File: config.mk
export PLATFORM = sky130hd
export DESIGN_NAME = prescaled_counter
export DESIGN_NICKNAME = d
export VERILOG_FILES = /design/src/rtl/cnt_pkg.sv /design/src/rtl/clk_prescaler.sv /design/src/rtl/prescaled_counter.sv
export SDC_FILE = /design/constraint.sdc
export NUM_CORES = 1
export LEC_CHECK = 0
export CORE_MARGIN = 2
export CORE_UTILIZATION = 43
export DETAILED_ROUTE_END_ITERATION = 10
export PLACE_DENSITY = 0.72
export SLEW_MARGIN = 20
export SYNTH_ARGS = -nofsm -noshare
export SYNTH_HDL_FRONTEND = slang
export SYNTH_SLANG_ARGS = --single-unit
File: constraint.sdc
create_clock -name clk -period 1.6 [get_ports clk]
set_clock_uncertainty 0.15 [all_clocks]
set_input_delay 0.32 -clock clk [delete_from_list [all_inputs] [get_ports clk]]
set_output_delay 0.32 -clock clk [all_outputs]
set_load 0.005 [all_outputs]
File: src/rtl/cnt_pkg.sv
// ============================================================================
//  Module      : cnt_pkg
//  Description : Shared helpers and constants for the prescaled counter family.
//  Revision    : 1.0  initial release
// ============================================================================
`default_nettype none

package cnt_pkg;

    // Direction encoding on the up/down select.
    localparam logic CNT_DIR_UP = 1'b1;

    // Bits needed to hold 0..n-1, never less than one.
    function automatic int cnt_width(input int n);
        int w;
        w = 1;
        for (int i = 1; i < 32; i++) begin
            if ((1 << w) < n) w = i + 1;
        end
        return w;
    endfunction

endpackage

`default_nettype wire

File: src/rtl/clk_prescaler.sv
// ============================================================================
//  Module      : clk_prescaler
//  Description : Enable-gated divide-by-PRESCALE producing a one-cycle step.
//  Revision    : 1.0  initial release
// ============================================================================
`default_nettype none

module clk_prescaler
    import cnt_pkg::*;
#(
    parameter int PRESCALE = 100
) (
    input  logic clk,
    input  logic rst,
    input  logic en,
    input  logic clr,
    output logic step
);

    localparam int                c_PS_W   = cnt_width(PRESCALE);
    localparam logic [c_PS_W-1:0] c_PS_MAX = c_PS_W'(PRESCALE - 1);

    if (PRESCALE < 1) begin : g_bad_prescale
        $fatal(1, "clk_prescaler: PRESCALE must be >= 1");
    end

    logic [c_PS_W-1:0] r_ps;

    always_ff @(posedge clk) begin
        if (rst || clr) begin
            r_ps <= '0;
        end else if (en) begin
            r_ps <= (r_ps == c_PS_MAX) ? '0 : r_ps + 1'b1;
        end
    end

    assign step = en && (r_ps == c_PS_MAX);

endmodule

`default_nettype wire

File: src/rtl/prescaled_counter.sv
// ============================================================================
//  Module      : prescaled_counter
//  Description : Modulo counter advanced by an internal prescaler step, with
//                clamped synchronous load. Define CNT_UPDOWN_EN for up/down.
//  Revision    : 1.0  initial release
// ============================================================================
`default_nettype none

module prescaled_counter
    import cnt_pkg::*;
#(
    parameter int WIDTH    = 4,
    parameter int PRESCALE = 100,
    parameter int MODULO   = 16
) (
    input  logic             clk,
    input  logic             rst,
    input  logic             en,
`ifdef CNT_UPDOWN_EN
    input  logic             up,
`endif
    input  logic             load,
    input  logic [WIDTH-1:0] load_val,
    output logic [WIDTH-1:0] count,
    output logic             tick,
    output logic             tc
);

    localparam logic [WIDTH-1:0] c_MAX     = WIDTH'(MODULO - 1);
    localparam logic [WIDTH:0]   c_MOD_EXT = (WIDTH + 1)'(MODULO);

    if (PRESCALE < 1 || MODULO < 2 || MODULO > (1 << WIDTH)) begin : g_bad_params
        $fatal(1, "prescaled_counter: illegal PRESCALE/MODULO for WIDTH");
    end

    logic             w_step;
    logic             w_up;
    logic [WIDTH-1:0] w_load_sat;
    logic [WIDTH-1:0] r_count;
    logic             r_tick;
    logic             r_tc;

`ifdef CNT_UPDOWN_EN
    assign w_up = up;
`else
    assign w_up = CNT_DIR_UP;
`endif

    // Load restarts the prescale interval so the next step is a full period away.
    clk_prescaler #(
        .PRESCALE (PRESCALE)
    ) u_prescaler (
        .clk  (clk),
        .rst  (rst),
        .en   (en),
        .clr  (load),
        .step (w_step)
    );

    assign w_load_sat = ({1'b0, load_val} >= c_MOD_EXT) ? c_MAX : load_val;

    always_ff @(posedge clk) begin
        if (rst) begin
            r_count <= '0;
            r_tick  <= 1'b0;
            r_tc    <= 1'b0;
        end else if (load) begin
            r_count <= w_load_sat;
            r_tick  <= 1'b0;
            r_tc    <= 1'b0;
        end else if (w_step) begin
            r_tick <= 1'b1;
            if (w_up == CNT_DIR_UP) begin
                r_tc    <= (r_count == c_MAX);
                r_count <= (r_count == c_MAX) ? '0 : r_count + 1'b1;
            end else begin
                r_tc    <= (r_count == '0);
                r_count <= (r_count == '0) ? c_MAX : r_count - 1'b1;
            end
        end else begin
            r_tick <= 1'b0;
            r_tc   <= 1'b0;
        end
    end

    assign count = r_count;
    assign tick  = r_tick;
    assign tc    = r_tc;

endmodule

`default_nettype wire

-- Word level (Yosys, flattened, before mapping)
Index checks and enable logic that the tools add are counted.
- equality and inequality tests: 2
- bitwise logic cells: 1
- add/sub/neg operators: 2
- muxes and demuxes: 5
- reductions and logical operators: 5
- operators with widths (kind ; number):
    $mux W4 ; 3
    $add A7 B1 Y7 const B ; 1
    $eq A7 B7 Y1 const B ; 1
    $mux W7 ; 1
    $add A4 B1 Y4 const B ; 1
    $eq A4 B4 Y1 const B ; 1
    $reduce_or A3 Y1 ; 1
    $reduce_bool A2 Y1 ; 1
    $reduce_or A2 Y1 ; 1
    $logic_and A1 B1 Y1 ; 1
    $logic_or A1 B1 Y1 ; 1
    $mux W1 ; 1
    $not A1 Y1 ; 1
- bits in registers: 13
- output and inout bits: 6
- input port bits: 8
- logic and storage cells: 19

-- Depth between registers and ports, before layout
- depth after elaboration: 4
- gate-level depth with buffers: 4
- depth with buffers taken out: 4

-- Cells and area by module
A second synthesis with hierarchy kept.
- cells, all modules: 66
- area total of the unflattened synthesis: 650.6 sq um
- modules (own cells, without submodules) (module ; area each (sq um) ; cells an instance ; sequential area each (sq um) ; instances):
    clk_prescaler ; 371.6 ; 36 ; 140.1 ; 1
    prescaled_counter ; 279.0 ; 30 ; 120.1 ; 1

-- Least setup slack after synthesis
OpenSTA, ideal clock, no wires.
- kind: register to register
- start: reg u_prescaler.r_ps[2]
- end: reg r_count[3], in the netlist count[3]
- cell stages (with the launch flop): 5
- library setup time: 0.122 ns
- period minus slack after synthesis: 1.663 ns
- path buffers: 1
- path slack: -0.063 ns
- arrival time: 1.391 ns
- required time: 1.328 ns
- cell sequence: dfxtp_1 -> or3b_1 -> buf_6 -> or2_4 -> o311a_1
- word-level cells in the longest chain between the ends: 3
- ends and longest elaborated chain (what ; RTL line ; RTL):
    start: declaration ; clk_prescaler.sv:27 ; logic [c_PS_W-1:0] r_ps;
    start signal: assignment ; clk_prescaler.sv:33 ; r_ps <= (r_ps == c_PS_MAX) ? '0 : r_ps + 1'b1;
    $eq A7 B7 Y1 ; clk_prescaler.sv:37 ; assign step = en && (r_ps == c_PS_MAX);
    $logic_and A1 B1 Y1 ; clk_prescaler.sv:37 ;
    $reduce_bool A2 Y1 (no source line) ; n/a ;
    end signal: assignment ; prescaled_counter.sv:68 ; r_count <= w_load_sat;
    end signal: assignment ; prescaled_counter.sv:75 ; r_count <= (r_count == c_MAX) ? '0 : r_count + 1'b1;
    end signal: assignment ; prescaled_counter.sv:78 ; r_count <= (r_count == '0) ? c_MAX : r_count - 1'b1;
    end: declaration ; prescaled_counter.sv:39 ; logic [WIDTH-1:0] r_count;
No other way between the ends.
A chain may end at the register's enable or synchronous reset.

-- Worst setup path after layout
- start: reg u_prescaler.r_ps[1]
- end: reg r_count[1], in the netlist count[1]
Same word-level chain as after synthesis.

==> impl_metrics.py <==
metrics = {
    "status": {
        "status": "complete, but fails checks",
        "violations": "negative setup slack",
    },
    "placed_design": {
        "gp_congestion": 0.839,
        "dp.cells": 114,
        "io_buffer_count": 13,
        "hpwl_um": 1100,
        "place_area_sq_um": 898,
        "post-place-ws_ns": -0.309,
    },
    "final_layout": {
        "layout.nets": 117,
        "multi_input_area_sq_um": 377,
        "stdcell_area_sq_um": 995,
        "fin_util_pct": 68.4,
        "diodes": 0,
        "final_cells": 122,
        "drive_gt1_share_pct": 37.7,
        "regArea_sq_um": 272,
        "syn_to_final_growth_pct": 53.5,
        "fillCellCount": 110,
    },
    "logic_synthesis": {
        "netlist_area_sq_um": 648,
        "async_flop_share_pct": 0,
        "syn_inst": 72,
        "yosysWarnings": 0,
        "synth.top_cell.area_share_pct": 40.2,
        "synth_edf_count": 0,
        "seq_area_frac_synth_pct": 40.2,
        "ys_ff_latch": 13,
        "synth_ff_type": "dfxtp_1",
        "synth_commonest_cells": "dfxtp_1, nor2_1, a21oi_1, o21ai_0, inv_1",
        "synth_fp_nets": 82,
        "synth_top_area_cell": "dfxtp_1",
        "synth_most_common_cell": "dfxtp_1",
        "ys_top_cells_by_area": "dfxtp_1, a21oi_1, nor2_1",
        "avgSynthCellArea_sq_um": 9.00,
        "synth_cell_types": 30,
    },
    "cts": {
        "cts_buffer_depth": 2,
        "htreeDepth": 1,
        "cts_root_buf": "clkbuf_4",
        "clkLatencyLatePin_ns": 0.30,
        "clock_sinks": 13,
        "cts_tree": "yes",
        "cts_made_buffers": 3,
        "holdBufCountCts": 0,
        "clk_pin_slew_ns": 0.10,
    },
    "floorplanning": {
        "coreArea_sq_mm": 0.00145,
        "fp-row-count": 14,
        "dieHeight_um": 42.8,
        "die_w_um": 42.8,
        "initial_core_util_pct": 44.6,
        "die_area_sq_mm": 0.00183,
        "io-pin-count": 14,
    },
    "sta": {
        "tightestPinTransition_ns": 0.242,
        "max_freq_mhz": 623,
        "finalCritPeriodShare_pct": 100,
        "final.setup.worst_slack_ns": -0.00533,
        "slew_headroom_pct": 83.7,
        "slew_violations": 0,
        "hold_viol": 0,
        "post-route-min-period_ns": 1.61,
        "rsz0062_at_grt": "true",
        "setup_violations": 1,
    },
    "global_route": {
        "grt_max_degree": 12,
        "grt.overflow.total": 0,
        "grt.total_usage_pct": 18.9,
        "grt_pass1_vias": 575,
        "antenna_found_initial": 0,
        "grt_pass1_wl_um": 2540,
    },
    "critical_path": {
        "path_class": "flip-flop to flip-flop",
        "crit_path_max_fanout": 4,
        "max_stage_delay_ns": 0.36,
        "cpMaxStageDelayCell": "dfxtp_2",
        "cp-end-kind": "flip-flop",
        "worstPathArrival_ns": 1.65,
        "path_cells": "ha_4 > nand4b_1 > buf_4 > or2_4 > o311a_1",
        "start_kind": "flip-flop",
        "required_ns": 1.65,
    },
    "drt": {
        "route.detailed.drc": 0,
        "wl_um": 1630,
        "drtIter0Drc": 15,
        "wire_per_inst_um": 13.3,
        "num_vias": 668,
        "dr.pass1.iters": 4,
        "postRouteAntennaNets": 0,
        "routed_via_density": 5.48,
    },
    "hold_path": {
        "hold_path.class": "flip-flop to flip-flop",
    },
    "power_and_ir_drop": {
        "p_per_area_mw_per_mm2": 666,
        "p_leak_nw": 0.417,
        "power.total_mw": 0.663,
        "vdd_drop_max_mv": 0.543,
    },
    "run": {
        "cap_viol_max_count": 0,
    },
}
==> repair_timing <==
action	in CTS	in global routing
pin swaps	4	3
endpoints found under the setup margin	14	6
resized for setup	12	5
buffers inserted	4	0
==> worst max-delay path, delay by kind of cell, from the launching register on <==
kind / cells / cell delay (ns)
compound gates: 1 / 0.29
fa+ha+maj: 1 / 0.13
buf+inv: 1 / 0.19
flops: 1 / 0.36
simple gates: 2 / 0.38
==> cell usage in the layout (no fill, tap or decap), types with 3 or more instances in the layout <==
| cell | synthesis | layout |
|---|---|---|
| inv_1 | 4 | 4 |
| a21oi_1 | 6 | 6 |
| xor2_1 | 3 | 3 |
| nand2_1 | 3 | 3 |
| dfxtp_2 | 0 | 6 |
| dlygate4sd2_1 | 0 | 4 |
| dfxtp_1 | 13 | 6 |
| o21ai_0 | 5 | 5 |
| clkbuf_4 | 0 | 3 |
| nor2_1 | 7 | 7 |
| clkdlybuf4s50_1 | 0 | 8 |
| buf_4 | 1 | 21 |
==> worst paths after layout <==
check,startpoint,end,slack (ns),cells past startpoint
max,u_prescaler.r_ps[1],count[1],-0.005,5
min,u_prescaler.r_ps[6],u_prescaler.r_ps[6],0.35,2
max reg2reg,u_prescaler.r_ps[1],count[1],-0.005,5
min reg2reg,u_prescaler.r_ps[6],u_prescaler.r_ps[6],0.35,2
==> logic make-up (layout without fill, tap and decap cells) <==
family / count (synthesis) / after routing / synth area share [%]
and+or+nand+nor: 25 / 25 / 22.8
adders and majority gates: 2 / 2 / 3.86
DFF: 13 / 13 / 40.2
xor gates and xnor gates: 4 / 4 / 5.41
buffers and inverters: 8 / 42 / 7.34
muxes: 1 / 1 / 1.54
AOI/OAI and AO/OA: 19 / 19 / 18.9
==> routing by layer <==
metal | vias up | share of wire (%) | GRT usage [%]
met1 | 308 | 44 | 23.3
met4 | 0 | 2.2 | 11.3
met2 | 23 | 49 | 30.9
met3 | 5 | 5.2 | 2.55
met5 | - | 0 | 0
li1 | 332 | - | -
==> sequential cells by signal (all words and copies together) (netlist names) <==
signal            count
tick                  1
u_prescaler.r_ps      7
tc                    1
count                 4
==> metrics by stage <==
stage	hold slack (ns)	setup TNS, ns
2_1_floorplan	0.308	-0.0185
3_3_place_gp	0.328	-2.03
3_5_place_dp	0.342	-2.13
4_1_cts	0.354	0
5_1_grt	0.410	-0.201
6_report	0.347	-0.00533
==> power by group <==
group / total, mW / internal (mW) / leakage, nW / switching, mW
Clock: 0.224 / 0.0972 / 0.0150 / 0.127
Combinational: 0.0969 / 0.0574 / 0.293 / 0.0395
Sequential: 0.342 / 0.333 / 0.109 / 0.00923
==> layout make-up <==
| type | count | share of cell area [%] |
|---|---|---|
| timing repair buffer | 34 | 28.7 |
| tap | 16 | 2.01 |
| sequential | 13 | 27.3 |
| multi-input combinational | 51 | 37.9 |
| clock buffer | 4 | 2.64 |
| inverter | 4 | 1.51 |
No activity file was read; power rests on OpenSTA's default activity.
